`config.mk`:
```
export PLATFORM = sky130hd
export DESIGN_NAME = des_gate_sched
export DESIGN_NICKNAME = d
export VERILOG_FILES = /design/src/rtl/des_gate_sched_pkg.sv /design/src/rtl/des_inflight_table.sv /design/src/rtl/des_gate_sched.sv
export SDC_FILE = /design/constraint.sdc
export NUM_CORES = 1
export LEC_CHECK = 0
export ABC_AREA = 0
export CAP_MARGIN = 10
export CORE_UTILIZATION = 25
export CTS_CLUSTER_DIAMETER = 30
export DETAILED_ROUTE_END_ITERATION = 8
export GPL_TIMING_DRIVEN = 1
export HOLD_SLACK_MARGIN = 0.03
export PLACE_DENSITY = 0.49
export SLEW_MARGIN = 20
export SYNTH_ARGS = -nofsm -noshare
export SYNTH_HDL_FRONTEND = slang
export SYNTH_SLANG_ARGS = --single-unit
```
`constraint.sdc`:
```
create_clock -name clk -period 11.8 [get_ports clk]
set_clock_uncertainty 0.15 [all_clocks]
set_input_delay 2.36 -clock clk [delete_from_list [all_inputs] [get_ports clk]]
set_output_delay 2.36 -clock clk [all_outputs]
set_load 0.1 [all_outputs]
```
`src/rtl/des_gate_sched_pkg.sv`:
```
// Shared types and constants for the gate scheduler: task/slot formats, the register bus,
// and the configuration address.
package des_gate_sched_pkg;

   localparam int LOCALE_W = 16;
   localparam logic [7:0] DES_SCHED_CFG_ADDR = 8'd56;

   typedef struct packed {
      logic [LOCALE_W-1:0] locale;
      logic [15:0]         arg;
   } task_t;

   typedef struct packed {
      logic [1:0] slice;
      logic [5:0] slot;
   } cq_slice_slot_t;

   typedef struct packed {
      logic        wr_en;
      logic [7:0]  addr;
      logic [31:0] wdata;
   } reg_bus_t;

   function automatic logic cfg_hit(input reg_bus_t bus);
      return bus.wr_en && (bus.addr == DES_SCHED_CFG_ADDR);
   endfunction

endpackage

```
`src/rtl/des_inflight_table.sv`:
```
// In-flight table: one valid bit and locale per issued task. It provides a per-source match vector,
// a full flag, and the lowest free index.
module des_inflight_table
   import des_gate_sched_pkg::*;
#(
   parameter int INFLIGHT = 8,
   parameter int N_Q      = 4,
   localparam int TAG_W   = $clog2(INFLIGHT)
) (
   input  logic                clk,
   input  logic                rstn,
   input  logic                alloc_en,
   input  logic [LOCALE_W-1:0] alloc_locale,
   input  logic                free_en,
   input  logic [TAG_W-1:0]    free_tag,
   input  logic [LOCALE_W-1:0] query_locale [N_Q],
   output logic [N_Q-1:0]      match,
   output logic                full,
   output logic [TAG_W-1:0]    free_idx,
   output logic [INFLIGHT-1:0] entry_valid
);

   logic [LOCALE_W-1:0] locale_q [INFLIGHT];

   // Free is applied before alloc. free_idx only points at an entry that was invalid
   // before this edge, so the two writes never collide on a live entry.
   always_ff @(posedge clk) begin
      if (!rstn) begin
         entry_valid <= '0;
      end else begin
         if (free_en) entry_valid[free_tag] <= 1'b0;
         if (alloc_en) entry_valid[free_idx] <= 1'b1;
      end
   end

   always_ff @(posedge clk) begin
      if (alloc_en) locale_q[free_idx] <= alloc_locale;
   end

   always_comb begin
      full     = &entry_valid;
      free_idx = '0;
      for (int i = INFLIGHT - 1; i >= 0; i--) begin
         if (!entry_valid[i]) free_idx = TAG_W'(i);
      end
   end

   always_comb begin
      match = '0;
      for (int q = 0; q < N_Q; q++) begin
         for (int i = 0; i < INFLIGHT; i++) begin
            if (entry_valid[i] && (locale_q[i] == query_locale[q])) match[q] = 1'b1;
         end
      end
   end

endmodule

```
`src/rtl/des_gate_sched.sv`:
```
// Round-robin scheduler feeding one des_rw unit from N_REQ sources. It keeps at most one
// in-flight task per gate locale.
module des_gate_sched
   import des_gate_sched_pkg::*;
#(
   parameter int N_REQ    = 4,
   parameter int INFLIGHT = 8,
   parameter int TILE_ID  = 0,
   localparam int TAG_W   = $clog2(INFLIGHT),
   localparam int SRC_W   = $clog2(N_REQ)
) (
   input  logic                 clk,
   input  logic                 rstn,
   input  logic [N_REQ-1:0]     req_valid,
   output logic [N_REQ-1:0]     req_ready,
   input  task_t                req_task [N_REQ],
   input  cq_slice_slot_t       req_cq_slot [N_REQ],
   output logic                 out_valid,
   input  logic                 out_ready,
   output task_t                out_task,
   output cq_slice_slot_t       out_cq_slot,
   output logic [SRC_W-1:0]     out_src,
   output logic [TAG_W-1:0]     out_tag,
   input  logic                 done_valid,
   input  logic [TAG_W-1:0]     done_tag,
   output logic [31:0]          log_output,
   output logic                 err_bad_done,
   input  reg_bus_t             reg_bus
);

   logic                lock_en;
   logic [SRC_W-1:0]    rr_ptr;
   logic [N_REQ-1:0]    match;
   logic [N_REQ-1:0]    eligible;
   logic                full;
   logic [TAG_W-1:0]    free_idx;
   logic [INFLIGHT-1:0] entry_valid;
   logic [LOCALE_W-1:0] query_locale [N_REQ];
   logic                load_en;
   logic                grant;
   logic [SRC_W-1:0]    grant_src;
   logic [SRC_W-1:0]    scan_idx;
   logic                cfg_wr;
   logic                cfg_clr;

   des_inflight_table #(
      .INFLIGHT (INFLIGHT),
      .N_Q      (N_REQ)
   ) u_table (
      .clk          (clk),
      .rstn         (rstn),
      .alloc_en     (grant),
      .alloc_locale (req_task[grant_src].locale),
      .free_en      (done_valid),
      .free_tag     (done_tag),
      .query_locale (query_locale),
      .match        (match),
      .full         (full),
      .free_idx     (free_idx),
      .entry_valid  (entry_valid)
   );

   always_comb begin
      for (int i = 0; i < N_REQ; i++) begin
         query_locale[i] = req_task[i].locale;
         eligible[i]     = req_valid[i] && !full && (!lock_en || !match[i]);
      end
   end

   assign load_en = !out_valid || out_ready;
   assign cfg_wr  = cfg_hit(reg_bus);
   assign cfg_clr = cfg_wr && reg_bus.wdata[1];

   // Scan starts at rr_ptr. Nothing is granted while reset is held or the output stage is stalled.
   always_comb begin
      grant     = 1'b0;
      grant_src = '0;
      scan_idx  = '0;
      for (int k = 0; k < N_REQ; k++) begin
         scan_idx = SRC_W'((int'(rr_ptr) + k) % N_REQ);
         if (!grant && rstn && load_en && eligible[scan_idx]) begin
            grant     = 1'b1;
            grant_src = scan_idx;
         end
      end
      req_ready = '0;
      if (grant) req_ready[grant_src] = 1'b1;
   end

   always_ff @(posedge clk) begin
      if (!rstn) begin
         out_valid   <= 1'b0;
         out_task    <= '0;
         out_cq_slot <= '0;
         out_src     <= '0;
         out_tag     <= '0;
         rr_ptr      <= '0;
      end else if (grant) begin
         out_valid   <= 1'b1;
         out_task    <= req_task[grant_src];
         out_cq_slot <= req_cq_slot[grant_src];
         out_src     <= grant_src;
         out_tag     <= free_idx;
         rr_ptr      <= (int'(grant_src) == N_REQ - 1) ? '0 : grant_src + SRC_W'(1);
      end else if (out_ready) begin
         out_valid <= 1'b0;
      end
   end

   always_ff @(posedge clk) begin
      if (!rstn) begin
         lock_en      <= 1'b1;
         log_output   <= '0;
         err_bad_done <= 1'b0;
      end else begin
         if (cfg_wr) lock_en <= reg_bus.wdata[0];
         if (cfg_clr) begin
            log_output <= '0;
         end else if (|req_valid && !grant && (log_output != 32'hFFFF_FFFF)) begin
            log_output <= log_output + 32'd1;
         end
         if (cfg_clr) begin
            err_bad_done <= 1'b0;
         end else if (done_valid && !entry_valid[done_tag]) begin
            err_bad_done <= 1'b1;
         end
      end
   end

`ifdef XILINX_SIMULATOR
   always @(posedge clk) begin
      if (rstn && done_valid && !entry_valid[done_tag])
         $display("des_gate_sched tile %0d: done on free tag %0d", TILE_ID, done_tag);
   end
`endif

endmodule

```
==> results of run 1 <==
-- logic make-up (layout without fill, tap and decap cells) --
family,count (synthesis),after routing,share of synthesized area (%)
other,0,3,0
adders and majority gates,5,5,0.363
buffers and inverters,234,500,6.83
and+or+nand+nor,522,522,16.1
xor gates and xnor gates,513,513,26.1
muxes,80,80,4.86
AOI/OAI and AO/OA,275,275,13.1
DFF,218,218,32.8
-- metal layers --
metal	global-route usage (%)	share of wire, %	vias to the layer above
li1	-	-	7190
met1	29.4	40	8188
met2	41.4	49	732
met3	4.12	6.4	237
met4	12.3	4.8	4
met5	0	0.026	-
-- worst min-delay path, cell delays in order, from the launching register on --
cell,delay (ns)
dfxtp_1,0.30
nand2_1,0.05
a21boi_1,0.05
-- worst max path at each step --
stage                  from      endpoint  slack, ns  cells past startpoint
3_5_place_dp   req_task[16]  req_ready[0]       1.73                     15
4_1_cts        req_task[16]  req_ready[0]       1.72                     15
2_1_floorplan  req_task[54]  req_ready[1]       3.59                     14
5_1_grt        req_task[90]  req_ready[0]       1.55                     15
6_report       req_task[16]  req_ready[0]       1.64                     15
3_3_place_gp   req_task[16]  req_ready[0]       1.71                     15
-- area by class of cell --
type	instances	area (µm²)	area share (%)
well taps	873	1090	4.78
repair buffers	301	2900	12.7
clock inverters	39	302	1.32
diodes	3	7.51	0.0328
flip-flops and latches	218	5650	24.7
clock buffers	102	2140	9.37
inverters	58	218	0.952
multi-input cells	1395	10600	46.2
-- stage by stage --
step	instances	setup WS, ns	utilization, %	power [mW]	hold slack, ns
after CTS	2986	1.72	33.8	5.61	0.307
after floorplan	1847	3.59	-	2.81	0.478
after global routing	2989	1.55	33.8	5.78	0.321
after global placement	2844	1.71	30.2	3.68	0.293
after detailed placement	2845	1.73	30.2	3.69	0.302
final	2989	1.64	33.8	5.60	0.303
-- cells in the final DEF, fill, tap and decap left out, types with 5 or more instances in the layout --
cell type and count:
a21boi_1 14, a21oi_1 8, a221oi_1 40, a31oi_1 9
a41o_1 9, and2_1 10, and3_1 19, and4_1 8
buf_4 40, clkbuf_1 13, clkbuf_16 77, clkbuf_8 12
clkdlybuf4s50_1 258, clkinv_1 7, clkinv_2 21, dfxtp_1 90
edfxtp_1 128, ha_1 5, inv_1 57, mux2i_1 63
mux2i_2 13, nand2_1 60, nand2b_1 23, nand3_1 196
nand4_1 20, nor2_1 37, nor3_1 34, nor4_1 98
o211ai_1 83, o21ai_0 8, o22ai_1 15, o32ai_1 41
xnor2_1 33, xor2_1 480
-- registers in the layout (all words and copies together), names as in the netlist --
| signal | flops |
|---|---|
| err_bad_done | 1 |
| lock_en | 1 |
| log_output | 32 |
| out_cq_slot | 8 |
| out_src | 2 |
| out_tag | 3 |
| out_task | 32 |
| out_valid | 1 |
| rr_ptr | 2 |
| u_table.entry_valid | 8 |
| u_table.locale_q | 128 |
-- report_power, final --
| part | total, mW | internal (mW) | switching, mW |
|---|---|---|---|
| Clock | 1.90 | 1.30 | 0.593 |
| Sequential | 1.23 | 1.07 | 0.160 |
| Combinational | 2.47 | 0.679 | 1.79 |
==> out/metrics.yaml, run 1 <==
placed_design:
  dpl-instance-area_um2: 20400
  io_buffers: 264
  post-dp-hpwl_mm: 58.0
  gp_congestion: 0.952
power_and_ir_drop:
  p_leak_nw: 8.60
  worst_ir_drop_vdd_v: 0.000147
  power.density_nw_per_um2: 245
synthesis:
  synth_edf_count: 128
  yosysTopAreaCell: "xor2_1"
  ys_async_sr_fraction_pct: 0
  yosysSeqAreaShare_pct: 32.8
  netlist_instances: 1847
  synth_commonest_cells: "xor2_1 (480), nand3_1 (196), edfxtp_1 (128)"
  synth.most_common_cell: "xor2_1"
  synth_nets: 2064
  avgSynthCellArea_um2: 9.33
  synth-main-ff-cell: "edfxtp_1"
  synth_area_leaders: "xor2_1 (24%), edfxtp_1 (22%), dfxtp_1 (10%)"
  ys_seq_elements: 218
  yosysTopAreaCellShare_pct: 24.4
  syn-cell-area_um2: 17200
  ys.warnings.count: 0
  synth.distinct_cells: 73
floorplanning:
  die_h_um: 265
  die-area_um2: 70000
  rows: 95
  io_pins: 295
  core_area_um2: 67600
  start_util_pct: 25.5
  dieWidth_um: 265
cells_and_area:
  fill_cells: 6854
  nets: 2268
  final_area_um2: 22900
  layout-drive-gt1-share_pct: 9.70
  synthToLayoutAreaGrowth_pct: 32.6
drt:
  vias: 16400
  avgRoutedWirePerCell_um: 29.2
  firstDrtPassIters: 5
  detail_route.iter0.violations: 1510
  totalWireLength_mm: 87.4
  vias_per_cell: 5.47
  postRouteAntennaNets: 0
  drc_errors: 0
critical_path:
  ff2ff_path_depth: 12
  cpMaxStageDelayCell: "clkdlybuf4s50_1"
  crit_chain: "clkdlybuf4s50_1, xor2_1, nor4_1, nand3_1, o22ai_1, o41ai_2, a32oi_1, or3_1, buf_4, o211a_2, a22o_2, buf_4, ha_1, and2_1, buf_4"
  r2r-end: "u_table.locale_q[2][12]$_DFFE_PP_"
  worstSetupPathType: "input pin to output port"
  path_max_fanout: 41
  cp_slowest_stage_delay_ns: 1.07
  startpoint_type: "input pin"
  regToRegStartpoint: "u_table.locale_q[7][10]$_DFFE_PP_"
  critical_path.most_common_cell: "buf_4"
  cp_top_family: "buffers and inverters"
  endpoint_kind: "output port"
  worstPathRequired_ns: 9.29
  r2r_slack_ns: 5.96
  arrival_ns: 7.65
  critPathBufInv: 4
hold_path:
  holdPathStages: 2
  hp-start: "out_src[1]$_SDFFE_PN0P_"
  min_to: "out_src[1]$_SDFFE_PN0P_"
  hp-class: "flip-flop to flip-flop"
cts:
  cts.path.max_buffers: 3
  h-tree-depth: 3
  cts_root_buf: "clkbuf_16"
  cts_tree: "yes"
  cts_sinks: 218
  numCtsBuffers: 77
  post_cts_resized: 0
  post_cts_buffers: 0
  postCtsHoldBufs: 0
  clk-insertion-delay-late_ns: 0.61
  path_clk_slew_ns: 0.04
sta:
  setup_viol: 0
  fin_tns_setup_ns: 0
  min_period_over_period_pct: 86.1
  rsz0062_at_grt: "false"
  hold_violations: 0
  max-slew-margin-rel_pct: 15.6
  fin_crit_ns: 10.16
  worstMarginPinSlew_ns: 1.26
  clock.fmax_ghz: 0.0984
  maxSlewViolCount: 0
status:
  status: "complete, no violations"
global_routing:
  gr-usage-all-layers_pct: 24.3
  antenna_found_initial: 7
  first_global_vias: 16000
  grt_max_degree: 81
  grt_pass1_wl_mm: 122
  grt_overflow: 0
flow_run:
  maxCapViolCount: 0
Note: power is estimated with default switching activity, not from simulation.
==> run 2: changes to the inputs <==
CORE_ASPECT_RATIO = 1.1   (was not set)
GPL_TIMING_DRIVEN = 0   (was 1)
==> out/metrics.yaml, run 2 (same netlist as run 1, synthesis figures left out) <==
placed_design:
  post-place-ws_ns: 1.55  # -0.178 ns
  dpl.cell_count: 2970  # +4.4%
  io_buffers: 196  # -26%
  gp_congestion: 0.975  # +2.5%
  post-dp-hpwl_mm: 61.8  # +6.6%
sta:
  maxSlewViolCount: 0  # unchanged
  setup_viol: 0  # unchanged
  rsz0062_at_grt: "false"
  min_period_over_period_pct: 88.0  # +1.9 points
  max-slew-margin-rel_pct: 25.3  # +9.7 points
  fin_crit_ns: 10.39  # +0.229 ns
  worstMarginPinSlew_ns: 1.12  # -0.141 ns
  fin_tns_setup_ns: 0  # unchanged
  hold_violations: 0  # unchanged
  clock.fmax_ghz: 0.0963  # -2.2%
  hold_ws_ns: 0.302  # -0.000723 ns
  setup_slack_ns: 1.41  # -0.229 ns
drt:
  vias_per_cell: 5.43  # -0.77%
  drc_errors: 0  # unchanged
  postRouteAntennaNets: 0  # unchanged
  avgRoutedWirePerCell_um: 28.4  # -2.9%
  firstDrtPassIters: 5  # unchanged
  totalWireLength_mm: 87.6  # +0.31%
  vias: 16800  # +2.5%
  detail_route.iter0.violations: 1678  # +11%
critical_path:
  path_max_fanout: 11  # -73%
  startpoint_type: "input pin"
  arrival_ns: 7.88  # +0.23 ns
  endpoint_kind: "output port"
  worstPathRequired_ns: 9.29  # about the same
  worstSetupPathType: "input pin to output port"
  crit_chain: "buf_2, xor2_1, nor3_1, nand3_1, o22ai_1, o41ai_2, nand2_1, mux4_2, a211oi_1, o22ai_1, inv_2, buf_2, ha_1, and2_1, clkdlybuf4s50_1"
  cp_top_family: "buffers and inverters"
  critPathBufInv: 4  # unchanged
  cp_slowest_stage_delay_ns: 1.18  # +0.11 ns
  cpMaxStageDelayCell: "clkdlybuf4s50_1"
cells_and_area:
  final_cells: 3088  # +3.3%
  final_cell_mix: "xor2_1 (480), nand3_1 (196), clkdlybuf4s50_1 (196)"
  final_common_cell: "xor2_1"
  largest_registers: "u_table.locale_q: 128 flops, log_output: 32 flops, out_task: 32 flops"
  seqCellArea_um2: 5650  # unchanged
  largest_reg_flops: 128  # unchanged
  multi_input_area_um2: 10500  # -0.33%
  synthToLayoutAreaGrowth_pct: 32.2
  fill_cells: 6941  # +1.3%
  top_register: "u_table.locale_q"
  nets: 2337  # +3.0%
  layout-drive-gt1-share_pct: 10.5  # +0.76 points
global_routing:
  antenna_found_initial: 6  # -1
  grt_pass1_wl_mm: 122  # about the same
  grt_overflow: 0  # unchanged
  gr-usage-met3_pct: 5.42  # +1.3 points
  gr-usage-all-layers_pct: 24.5  # +0.15 points
  gr-usage-met2_pct: 39.9  # -1.4 points
  grt_max_degree: 17  # -79%
  first_global_vias: 16400  # +2.9%
  gr-usage-met1_pct: 29.8  # +0.32 points
  busiest_layer: "met2"
cts:
  cts_root_buf: "clkbuf_16"
  post_cts_buffers: 0  # unchanged
  postCtsHoldBufs: 0  # unchanged
  path_clk_slew_ns: 0.04  # about the same
  cts.path.max_buffers: 3  # unchanged
  post_cts_resized: 0  # unchanged
  cts_tree: "yes"
  h-tree-depth: 3  # unchanged
  cts_sinks: 218  # unchanged
  numCtsBuffers: 66  # -14%
  clk-insertion-delay-late_ns: 0.60  # about the same
power_and_ir_drop:
  power.density_nw_per_um2: 247  # +0.63%
  worst_ir_drop_vdd_v: 0.000138  # -6.0%
  power_mw: 5.62  # +0.28%
  p_leak_nw: 8.55  # -0.57%
flow_run:
  maxCapViolCount: 0  # unchanged
floorplanning:
  dieWidth_um: 252  # -4.6%
  core_area_um2: 67900  # +0.45%
  die_h_um: 277  # +4.8%
  io_pins: 295  # unchanged
  start_util_pct: 25.4  # -0.11 points
  die-area_um2: 70000  # about the same
  rows: 100  # +5.3%
status:
  status: "complete, no violations"
hold_path:
  hp-class: "flip-flop to flip-flop"
==> run 2: worst reg2reg max path, delay by kind of cell, from the launching register on <==
family | cells | cell delay (ns)
AO/OA/AOI/OAI | 4 | 1.48
multiplexers | 2 | 1.45
buffers and inverters | 2 | 0.85
flip-flops | 1 | 0.50
AND/OR/NAND/NOR | 3 | 0.44
XOR/XNOR | 1 | 0.21
==> run 2: final timing paths <==
check                                                      start                               end  slack, ns  cells past startpoint
worst max-delay path                                req_task[31]                      req_ready[3]       1.41                     15
worst min-delay path                     out_src[0]$_SDFFE_PN0P_           out_src[0]$_SDFFE_PN0P_       0.30                      2
worst max register to register  u_table.locale_q[7][9]$_DFFE_PP_  u_table.locale_q[1][3]$_DFFE_PP_       6.36                     12
worst min register to register           out_src[0]$_SDFFE_PN0P_           out_src[0]$_SDFFE_PN0P_       0.30                      2
==> run 2: layout make-up <==
cell class | count | area share, %
multi-input combinational | 1395 | 46.2
sequential | 218 | 24.8
timing repair buffer | 205 | 9.06
clock buffer | 78 | 7.72
tap | 918 | 5.04
buffer | 176 | 4.21
clock inverter | 39 | 2.07
inverter | 58 | 0.956
antenna | 1 | 0.0110
==> run 2: through the flow <==
| step | instance area (µm²) | util [%] |
|---|---|---|
| 6_report | 22800 | 33.5 |
| 5_1_grt | 22800 | 33.5 |
| 4_1_cts | 22800 | 33.5 |
| 3_5_place_dp | 20500 | 30.2 |
| 3_3_place_gp | 20300 | 29.9 |
| 2_1_floorplan | 17200 | - |
==> run 2: routing by layer <==
| layer | part of all wire, % | vias to the layer above |
|---|---|---|
| met4 | 5.9 | 8 |
| li1 | - | 7324 |
| met2 | 47 | 944 |
| met5 | 0.051 | - |
| met1 | 39 | 8213 |
| met3 | 8.1 | 273 |
==> run 2: power by group <==
group | total [mW] | internal, mW | leakage [nW] | switching [mW]
clock | 1.79 | 1.25 | 1.09 | 0.540
combinational | 2.62 | 0.740 | 5.56 | 1.88
sequential | 1.21 | 1.07 | 1.91 | 0.142
total | 5.62 | 3.06 | 8.55 | 2.56
